## src/rtl/stopwatch_pkg.sv

```systemverilog
// Shared types and constants for the tick-driven BCD stopwatch.
// Also holds the BCD increment helper that the counter uses.
package stopwatch_pkg;

  typedef enum logic [1:0] {
    IDLE  = 2'd0,
    RUN   = 2'd1,
    PAUSE = 2'd2
  } sw_state_t;

  localparam int BCD_W      = 4;
  localparam int NUM_DIGITS = 4;
  localparam int BCD_MAX    = 9;
  localparam int DIGITS_W   = BCD_W * NUM_DIGITS;

  // Ripple-carry BCD increment; MSB of the result is the carry out of the top digit.
  function automatic logic [DIGITS_W:0] bcd_increment(input logic [DIGITS_W-1:0] value);
    logic [DIGITS_W-1:0] result;
    logic                carry;
    result = value;
    carry  = 1'b1;
    for (int i = 0; i < NUM_DIGITS; i++) begin
      if (carry) begin
        if (value[i*BCD_W +: BCD_W] == BCD_W'(BCD_MAX)) begin
          result[i*BCD_W +: BCD_W] = {BCD_W{1'b0}};
        end else begin
          result[i*BCD_W +: BCD_W] = value[i*BCD_W +: BCD_W] + BCD_W'(1);
          carry = 1'b0;
        end
      end else begin
        result[i*BCD_W +: BCD_W] = value[i*BCD_W +: BCD_W];
      end
    end
    return {carry, result};
  endfunction

endpackage

```

## src/rtl/btn_debounce.sv

```systemverilog
// Raw button conditioning: 2-flop synchronizer, tick-sampled debounce,
// and a registered one-cycle press pulse on each debounced rising edge.
module btn_debounce #(
  parameter int DEBOUNCE_SAMPLES = 4
) (
  input  logic fastclock,
  input  logic reset,
  input  logic tick,
  input  logic raw,
  output logic level,
  output logic press
);

  logic       sync1_r;
  logic       sync2_r;
  logic       level_d_r;
  logic [3:0] agree_r;

  // The counter tracks consecutive tick-samples that disagree with the current level.
  always_ff @(posedge fastclock) begin
    if (reset) begin
      sync1_r   <= 1'b0;
      sync2_r   <= 1'b0;
      level     <= 1'b0;
      level_d_r <= 1'b0;
      press     <= 1'b0;
      agree_r   <= 4'd0;
    end else begin
      sync1_r   <= raw;
      sync2_r   <= sync1_r;
      level_d_r <= level;
      press     <= level & ~level_d_r;
      if (tick) begin
        if (sync2_r != level) begin
          if (agree_r == 4'(DEBOUNCE_SAMPLES - 1)) begin
            level   <= ~level;
            agree_r <= 4'd0;
          end else begin
            agree_r <= agree_r + 4'd1;
          end
        end else begin
          agree_r <= 4'd0;
        end
      end else begin
        agree_r <= agree_r;
      end
    end
  end

endmodule

```

## src/rtl/tick_stopwatch.sv

```systemverilog
// Four-digit BCD stopwatch: debounced start/stop and clear buttons drive an
// IDLE/RUN/PAUSE machine; a tick prescaler feeds the BCD counter.
module tick_stopwatch
  import stopwatch_pkg::*;
#(
  parameter int TICKS_PER_COUNT  = 8,
  parameter int DEBOUNCE_SAMPLES = 4
) (
  input  logic                fastclock,
  input  logic                reset,
  input  logic                tick,
  input  logic                btn_startstop,
  input  logic                btn_clear,
  output logic [DIGITS_W-1:0] digits,
  output logic                running,
  output logic                overflow
);

  sw_state_t          state_r;
  sw_state_t          state_nxt;
  logic               start_press_s;
  logic               clear_press_s;
  logic               start_level_s;
  logic               clear_level_s;
  logic               unused_levels_s;
  logic               clear_all_s;
  logic               count_en_s;
  logic               wrap_s;
  logic [7:0]         prescaler_r;
  logic [DIGITS_W:0]  inc_s;

  btn_debounce #(.DEBOUNCE_SAMPLES(DEBOUNCE_SAMPLES)) u_start_btn (
    .fastclock (fastclock),
    .reset     (reset),
    .tick      (tick),
    .raw       (btn_startstop),
    .level     (start_level_s),
    .press     (start_press_s)
  );

  btn_debounce #(.DEBOUNCE_SAMPLES(DEBOUNCE_SAMPLES)) u_clear_btn (
    .fastclock (fastclock),
    .reset     (reset),
    .tick      (tick),
    .raw       (btn_clear),
    .level     (clear_level_s),
    .press     (clear_press_s)
  );

  assign unused_levels_s = start_level_s ^ clear_level_s;

  // Next state; clear only acts from PAUSE, where it also beats start/stop.
  always_comb begin
    state_nxt   = state_r;
    clear_all_s = 1'b0;
    case (state_r)
      IDLE: begin
        if (start_press_s) state_nxt = RUN;
        else               state_nxt = IDLE;
      end
      RUN: begin
        if (start_press_s) state_nxt = PAUSE;
        else               state_nxt = RUN;
      end
      PAUSE: begin
        if (clear_press_s) begin
          state_nxt   = IDLE;
          clear_all_s = 1'b1;
        end else if (start_press_s) begin
          state_nxt = RUN;
        end else begin
          state_nxt = PAUSE;
        end
      end
      default: state_nxt = IDLE;
    endcase
  end

  // Counting is qualified by the pre-edge state, not the next one.
  always_comb begin
    count_en_s = tick & (state_r == RUN);
    wrap_s     = (prescaler_r == 8'(TICKS_PER_COUNT - 1));
    inc_s      = bcd_increment(digits);
  end

  always_ff @(posedge fastclock) begin
    if (reset) begin
      state_r     <= IDLE;
      running     <= 1'b0;
      prescaler_r <= 8'd0;
      digits      <= {DIGITS_W{1'b0}};
      overflow    <= 1'b0;
    end else begin
      state_r <= state_nxt;
      running <= (state_nxt == RUN);
      if (clear_all_s || (state_r == IDLE)) begin
        prescaler_r <= 8'd0;
        digits      <= {DIGITS_W{1'b0}};
        overflow    <= 1'b0;
      end else if (count_en_s) begin
        if (wrap_s) begin
          prescaler_r <= 8'd0;
          digits      <= inc_s[DIGITS_W-1:0];
          overflow    <= overflow | inc_s[DIGITS_W];
        end else begin
          prescaler_r <= prescaler_r + 8'd1;
          digits      <= digits;
          overflow    <= overflow;
        end
      end else begin
        prescaler_r <= prescaler_r;
        digits      <= digits;
        overflow    <= overflow;
      end
    end
  end

endmodule

```

## config.mk

```make
export PLATFORM = sky130hd
export DESIGN_NAME = tick_stopwatch
export DESIGN_NICKNAME = d
export VERILOG_FILES = /design/src/rtl/stopwatch_pkg.sv /design/src/rtl/btn_debounce.sv /design/src/rtl/tick_stopwatch.sv
export SDC_FILE = /design/constraint.sdc
export NUM_CORES = 1
export LEC_CHECK = 0
export CAP_MARGIN = 5
export CORE_UTILIZATION = 59
export DETAILED_ROUTE_END_ITERATION = 12
export PLACE_DENSITY_LB_ADDON = 0.08
export SLEW_MARGIN = 20
export SYNTH_ARGS = -nofsm -noshare
export SYNTH_HDL_FRONTEND = slang
export SYNTH_SLANG_ARGS = --single-unit
export TNS_END_PERCENT = 30
```

## constraint.sdc

```tcl
create_clock -name fastclock -period 2.7 [get_ports fastclock]
set_input_delay 0.405 -clock fastclock [delete_from_list [all_inputs] [get_ports fastclock]]
set_output_delay 0.405 -clock fastclock [all_outputs]
set_load 0.1 [all_outputs]
```

---- Word level (Yosys, flattened, before mapping) ----
Index checks and enable logic that the tools add are counted.
word-level totals
  bits in registers ....................... 46
  bits of input ports ..................... 5
  output and inout port bits .............. 18
cells by class
  mux-type cells .......................... 23
  add/subtract/negate cells ............... 7
  equal/unequal tests ..................... 12
  bitwise logic cells ..................... 8
  reduce and logical (&&, ||, !) cells .... 9
operators by type and width
  cell                 count
  $mux 4               8
  $add 4x1->4 const B  6
  $eq 4x4->1 const B   4
  $reduce_and 3->1     5
  $mux 1               10
  $add 8x1->8 const B  1
  $eq 4x2->1 const B   2
  $eq 8x3->1 const B   1
  $mux 8               1
  $mux 2               3
  $pmux 2 s3           1
  $eq 2x1->1 const B   2
  $not 1->1            4
  $and 1x1->1          3
  $eq 2x2->1 const B   1
  $logic_not 2->1      1
  $ne 1x1->1           2
  $reduce_and 2->1     1
  $reduce_or 2->1      1
  $logic_or 1x1->1     1
  $or 1x1->1           1

---- Logic depth before layout (Yosys ltp) ----
Gate-level depths: netlist of the first run.
  depth after elaboration ................. 6
  depth in mapped cells ................... 6
  mapped depth without buffers ............ 5

---- Hierarchy ----
A second synthesis of the first run with hierarchy kept.
unflattened totals
  cell total of the unflattened synthesis .. 241
  area total of the unflattened synthesis .. 2192.1 µm²
modules (own cells, without submodules)
  module          area each (µm²)  cells each  seq. area each (µm²)  times used
  tick_stopwatch  1431.4           169         560.5                 1
  btn_debounce    380.4            36          180.2                 2

---- Worst setup path after synthesis of the first run ----
No wires, ideal clock.
  path kind ............................... flip-flop to flip-flop
  start ................................... register digits[0]
  end ..................................... register digits[15]
  library setup time ...................... 0.081 ns
  period minus slack after synthesis ...... 2.365 ns
  buffers on the path ..................... 1
  setup slack ............................. 0.335 ns
  arrival ................................. 2.284 ns
  stages on the path, launching flop included .. 6
  cell sequence ........................... dfxtp_1 clkbuf_2 and4bb_4 nand4_1 or3_1 a41oi_1
between the ends
  cells in the longest elaborated chain, start to end .. 5
RTL lines
  what                               RTL line               RTL
  from (decl)                        tick_stopwatch.sv:14   output logic [DIGITS_W-1:0] digits,
  from (signal assigned)             tick_stopwatch.sv:91   digits <= {DIGITS_W{1'b0}};
  from (signal assigned)             tick_stopwatch.sv:98   digits <= {DIGITS_W{1'b0}};
  from (signal assigned)             tick_stopwatch.sv:103  digits <= inc_s[DIGITS_W-1:0];
  $eq 4x4->1                         stopwatch_pkg.sv:24    if (value[i*BCD_W +: BCD_W] == BCD_W'(BCD_MAX)) begin
  $mux 1                             stopwatch_pkg.sv:24
  $mux 1 (2 in a row)                stopwatch_pkg.sv:23    if (carry) begin
  $reduce_and 3->1 (no source line)  --
Every way passes these cells.
A chain may end at the register's enable or synchronous reset.

---- Final worst setup path of the first run ----
  start ................................... input tick
  end ..................................... register digits[7]
between the ends
  cells in the longest elaborated chain, start to end .. 2
RTL lines
  what                               RTL line              RTL
  from (decl)                        tick_stopwatch.sv:11  input logic tick,
  $and 1x1->1                        tick_stopwatch.sv:81  count_en_s = tick & (state_r == RUN);
  $reduce_and 3->1 (no source line)  --
Every way passes these cells.

==> results of run 1 <==
==> registers in the layout (all words and copies together) (netlist names), 2 cells and up <==
name                 cells
state_r                  2
digits                  16
prescaler_r              8
u_clear_btn.agree_r      4
u_start_btn.agree_r      4
==> how the worst max path moves through the flow <==
stage | endpoint | slack [ps] | cells after the start
detailed placement | digits[7] | 380 | 5
finish | digits[7] | 750 | 5
global placement | digits[7] | 420 | 5
floorplan | digits[15] | 330 | 5
global route | digits[7] | 630 | 5
CTS | digits[7] | 770 | 5
==> critical path, cell delays in order <==
cell	delay, ps
clkdlybuf4s50_1	500
and4b_1	320
nand4b_4	310
or4_1	550
a31oi_1	160
==> cell families (layout without fill, tap and decap cells) <==
| kind of cell | Yosys count | in the layout | synth area share (%) |
|---|---|---|---|
| buffers and inverters | 18 | 42 | 4.11 |
| AOI/OAI and AO/OA | 41 | 41 | 12.2 |
| xor gates and xnor gates | 15 | 15 | 6.26 |
| muxes | 4 | 4 | 1.91 |
| and+or+nand+nor | 101 | 101 | 29.9 |
| adders and majority gates | 3 | 3 | 1.79 |
| DFF | 46 | 46 | 43.9 |
==> cell usage in the layout (no fill, tap or decap), types with 2 or more instances in the layout <==
cell              n
a211oi_1          2
a21oi_1          15
a41oi_1           2
and2_1            6
and3_1            2
buf_4            21
bufinv_16         2
clkbuf_4          5
clkdlybuf4s50_1   4
dfxtp_1          46
ha_1              3
inv_1             9
mux2i_1           4
nand2_1          13
nand2b_1          5
nand3_1          11
nand3b_1          3
nand4_1           6
nor2_1           13
nor2b_1          14
nor3_1            5
nor3b_1           3
o21ai_0           7
o22ai_1           2
o311ai_0          2
o31ai_1           5
or2_2             2
or3_1             3
or4_1             5
xnor2_1           9
xor2_1            6
==> final cells by class <==
class                   count  area [sq um]
multi-input cells         164          1090
fillers                   269           950
flip-flops and latches     46           921
repair buffers             25           198
clock inverters             2          60.1
well taps                  46          57.6
clock buffers               6          51.3
inverters                   9          33.8
==> power by group <==
| part | total [mW] | switching, mW | internal [mW] | leakage, nW |
|---|---|---|---|---|
| registers | 0.687 | 0.00319 | 0.684 | 0.372 |
| logic | 0.0257 | 0.0123 | 0.0135 | 0.402 |
| clock network | 0.529 | 0.215 | 0.314 | 0.0585 |
| total | 1.24 | 0.230 | 1.01 | 0.832 |
==> per-layer routing <==
metal | GRT usage [%] | vias up | wire length (microns) | part of all wire (%)
li1 | - | 863 | - | -
met1 | 30.3 | 753 | 1970 | 53
met2 | 32.6 | 18 | 1600 | 43
met3 | 7.14 | 6 | 123 | 3.3
met4 | 6.67 | 0 | 40 | 1.1
met5 | 0 | - | 0 | 0
==> through the flow <==
stage,power (mW),area [sq um],instances,hold WS (ps)
floorplan,0.716,2100,228,367
global placement,0.727,2300,290,372
detailed placement,0.728,2300,290,372
CTS,1.25,2410,298,395
global route,1.28,2410,298,411
finish,1.24,2410,298,393
==> summary.md, run 1 <==
| Metric | Value |
|---|---|
| Total gr overflow | 0 |
| P&R area growth vs syn | 15.0% |
| Asr flop ratio synth | 0% |
| Die width | about 62 microns |
| CP arrival | between 2000 and 2500 ps |
| Seq cells post-synth | between 40 and 50 |
| CTS tree | built |
| Most used DFF post-synth | dfxtp_1 |
| Syn Inst Count | ~230 |
| Inserted Clock Buffers | 5 |
| Clock skew | 7.78 ps |
| Share of cells above drive strength 1 | ~15% |
| Synth area leaders | dfxtp_1 44%, nor2b_1 4.2%, xnor2_1 3.8%, a21oi_1 3.6%, nand3_1 2.6% |
| Pre-CTS setup slack | ~380 ps |
| Hold path cells | 1 |
| CP Launch Point | tick |
| Die Area | about 3800 sq um |
| Via density per instance | approximately 5.5 |
| Max Buffers Root-to-Sink | 2 |
| RSZ-0062 raised after global routing | no |
| Final setup TNS | 0 ps |
| Drt pass-1 iters | 5 |
| CTS root buf | clkbuf_4 |
| Capture point of the worst reg-to-reg path | digits[7] |
| Share of the synthesized area in the top cell type | 43.9% |
| Via Count | ~1600 |
| Max-slew headroom | 61.9% |
| Final Util | between 70% and 80% |
| Minimum clock period | roughly 2000 ps |
| Post-CTS resize count | 0 |
| R2r startpoint | prescaler_r[3] |
| Area leader, netlist | dfxtp_1 |
| Final setup violation count | 0 |
| DRT iter0 DRCs | 90 |
| Worst-skew pair later-pin latency | roughly 360 ps |
| Worst Setup Slack, final | around 750 ps |
| Final net count | about 260 |
| Slew Viols, Final | 0 |
| Average wire per standard cell | about 13 microns |
| Measured slew at the worst slew-check pin | around 570 ps |
| Min-Delay Endpoint | u_start_btn.press |
| Routed Antenna Nets | 0 |
| Setup crit start kind | input port |
| Std-Cell Rows | 21 |
| Number of H-tree branching levels | 2 |
| R2R depth | 4 |
| Max-Cap Viols | 0 |
| Vias in the first global route | roughly 1300 |
| Reg2Reg Setup Slack | 810 ps |
| Post-synth EDFFs | 0 |
| First-pass GRT wire length | around 6000 microns |
| Worst Path Required | between 2000 and 3000 ps |
| Synth cell count leaders | 46 x dfxtp_1, 15 x a21oi_1, 14 x nor2b_1 |
| CP Max Fanout | 26 |
| Residual DRC count | 0 |
| Unique masters post-synth | 47 |
| Core area | between 3000 and 4000 sq um |
| Final Hold Vio Count | 0 |
| Num ports | 23 |
| Syn Nets | around 240 |
| Crit path capture type | flip-flop |
| Register area share after synthesis | between 40% and 50% |
| CTS clock-pin slew for the worst setup and hold paths | around 130 ps |
| Overall routing resource usage | 21.9% |
| Post-CTS setup repair buffer count | 0 |
| Starting Density | 62.4% |
| Mapped Area | roughly 2100 sq um |
| Kind of critical path | in2reg |
| Largest net degree at the start of global routing | 27 |
| Outcome | complete, no violations |
| Drt total wl | 3740 microns |
| Power per Cell Area | 514 nW/um^2 |
| Tcrit/Tclk final | 72.4% |
| Count leader, synth | dfxtp_1 |
| Die height | just over 60 microns |
| DP HPWL | 2580 microns |
| Lkg Pwr | between 0.8 and 0.9 nW |
| Final RePlAce weighted congestion | about 0.77 |
| VDD IR max | 360 uV |
| Synth warn | 0 |
| HP Start | u_start_btn.level_d_r |
| Inserted Diodes | 0 |
| Mean area per synthesized cell | roughly 9.2 sq um |
| Worst Hold Class | reg2reg |
| FMAX | between 500 and 600 MHz |
| Hold Buf Count CTS | 0 |
| Initial antenna violation count | 0 |
| # clock sinks | 46 |
| PortBufs | 22 |
No activity file was read; power rests on OpenSTA's default activity.
==> inputs of run 2 (changes only) <==
- CORE_UTILIZATION: 59 -> 55
- clock period: 2.7 -> 1.8 ns (I/O delays scaled with it)
==> run 2 against run 1 <==
  * Non-clock buffer count up 13
  * Total power increased by 36%
  * Sequential power increased by 48%
  * Wire length up 9.3%
  * First-iteration DRC count up 20%
  * Via count increased by 6.0%
  * Critical path depth decreased by 1
  * Final area up 9.7%
  * Final cell count increased by 5.0%
  * Register-to-register slack got worse by 740 ps
  * Combinational power is 50% higher
  * Critical endpoint is now digits[12]
==> summary.md, run 2 (synthesis results as in run 1) <==
| Metric | Value |
|---|---|
| Via density per instance | 5.55 (+0.90%) |
| Final Util | 72.3% (+0.55 points) |
| Outcome | complete, no violations |
| Die Area | 4070 sq um (+7.0%) |
| CP Max Fanout | 10 (-62%) |
| Minimum clock period | 1730 ps |
| Final RePlAce weighted congestion | 0.844 (+9.8%) |
| Share of cells above drive strength 1 | 24.5% (+9.4 points) |
| Drt pass-1 iters | 4 (-1) |
| Largest net degree at the start of global routing | 21 (-22%) |
| Overall routing resource usage | 20.4% (-1.5 points) |
| CTS clock-pin slew for the worst setup and hold paths | 80 ps (-50 ps) |
| Slowest cell delay on critical path | 430 ps (-120 ps) |
| Vias in the first global route | 1436 (+6.7%) |
| Final net count | 273 (+5.4%) |
| Die height | 63.8 microns (+3.5%) |
| CP max-delay cell | nor4_4 |
| Most frequent cells in the layout | 32 x dfxtp_1, 25 x buf_4, 15 x a21oi_1, 14 x nor2b_1 |
| Most flop-heavy register | digits |
| CTS root buf | clkbuf_8 |
| Delay-heaviest family, CP | simple AND/OR/NAND/NOR gates |
| CTS tree | built |
| Kind of critical path | reg2reg |
| Worst-path cell chain | nor4_4, nand4b_2, o311ai_0, o41ai_1 |
| Worst Hold Class | reg2reg |
| Drt total wl | 4080 microns (+9.3%) |
| Die width | 63.8 microns (+3.5%) |
| Crit path capture type | flip-flop |
| Starting Density | 57.3% (-5.1 points) |
| Inserted Diodes | 0 (unchanged) |
| Post-DP Area | 2540 sq um (+11%) |
| Max reg flops | 16 (unchanged) |
| Inserted Clock Buffers | 5 (unchanged) |
| Via Count | 1738 (+6.0%) |
| # clock sinks | 46 (unchanged) |
| Slew Viols, Final | 0 (unchanged) |
| Final Cell Area | 2650 sq um (+9.7%) |
| Initial antenna violation count | 0 (unchanged) |
| Number of H-tree branching levels | 2 (unchanged) |
| Clock skew | 9.53 ps (+1.75 ps) |
| Residual DRC count | 0 (unchanged) |
| DRT iter0 DRCs | 108 (+20%) |
| Tcrit/Tclk final | 96.3% |
| Worst-skew pair later-pin latency | 300 ps (-60 ps) |
| Lkg Pwr | 0.914 nW (+9.8%) |
| Power per Cell Area | 635 nW/um^2 (+24%) |
| Largest registers | digits x16, prescaler_r x8 |
| VDD IR max | 547 uV (+52%) |
| FMAX | between 500 and 600 MHz |
| Num ports | 23 (unchanged) |
| Final setup violation count | 0 (unchanged) |
| Core area | 3660 sq um (+8.9%) |
| DP HPWL | 2750 microns (+6.6%) |
| Register area | 951 sq um (+3.3%) |
| Fill count | 291 (+8.2%) |
| Hold Slack | 386 ps (-7.51 ps) |
| RSZ-0062 raised after global routing | yes |
| Max-Cap Viols | 0 (unchanged) |
| Std-Cell Rows | 22 (+4.8%) |
| Routed Antenna Nets | 0 (unchanged) |
| First-pass GRT wire length | 6440 microns (+4.9%) |
| Worst Path Required | 1980 ps (-1010 ps) |
| Measured slew at the worst slew-check pin | 397 ps (-175 ps) |
| Final Power | 1.68 mW (+36%) |
| Average wire per standard cell | 13.0 microns (+4.0%) |
| CP arrival | 1910 ps (-340 ps) |
| P&R area growth vs syn | 26.1% |
| Setup crit start kind | flip-flop |
| Max Buffers Root-to-Sink | 2 (unchanged) |
| CP bufs+invs | 0 (-1) |
| Max-slew headroom | 73.4% (+11 points) |
| PortBufs | 22 (unchanged) |
| Final Hold Vio Count | 0 (unchanged) |
| Area of the multi-input gates | 1110 sq um (+1.5%) |
| Total gr overflow | 0 (unchanged) |
| Commonest non-fill, non-tap cell in the layout | dfxtp_1 |
run 2: final timing paths:
kind                                            start                end  slack, ps  cells after the start
worst max register to register         prescaler_r[3]         digits[12]         70                      4
worst max-delay path                   prescaler_r[3]         digits[12]         70                      4
worst min register to register  u_start_btn.level_d_r  u_start_btn.press        390                      1
worst min-delay path            u_start_btn.level_d_r  u_start_btn.press        390                      1
run 2: final cells by class:
type | instances | area share [%]
Inverter | 9 | 1.28
Clock buffer | 7 | 3.26
Sequential cell | 46 | 35.9
Multi-Input combinational cell | 165 | 41.9
Tap cell | 48 | 2.27
Timing Repair Buffer | 38 | 15.4
run 2: power by group:
part	switching, mW	leakage (nW)	internal (mW)
Clock	0.318	0.0443	0.305
Sequential	0.00465	0.380	1.02
Combinational	0.0183	0.489	0.0203
run 2: timing repair:
action | CTS | global route
hold buffers | 0 | 0
buffers inserted | 0 | 0
gates resized for setup | 0 | 1
endpoints found under the setup margin | 0 | 5
run 2: per-layer routing:
metal	track usage, %	routed length, microns	vias to the layer above
li1	-	-	888
met4	8.52	42	0
met5	0	0	-
met1	28.1	1980	811
met2	29.5	1880	35
met3	5.89	173	4
run 2: stage by stage:
| stage | TNS, ps | std cells | setup slack [ps] |
|---|---|---|---|
| 6_report | 0 | 313 | 66.4 |
| 3_3_place_gp | -2800 | 305 | -241 |
| 3_5_place_dp | -3330 | 305 | -266 |
| 2_1_floorplan | -49.6 | 228 | -24.3 |
| 4_1_cts | 0 | 312 | 41.6 |
| 5_1_grt | -86.3 | 313 | -38.8 |
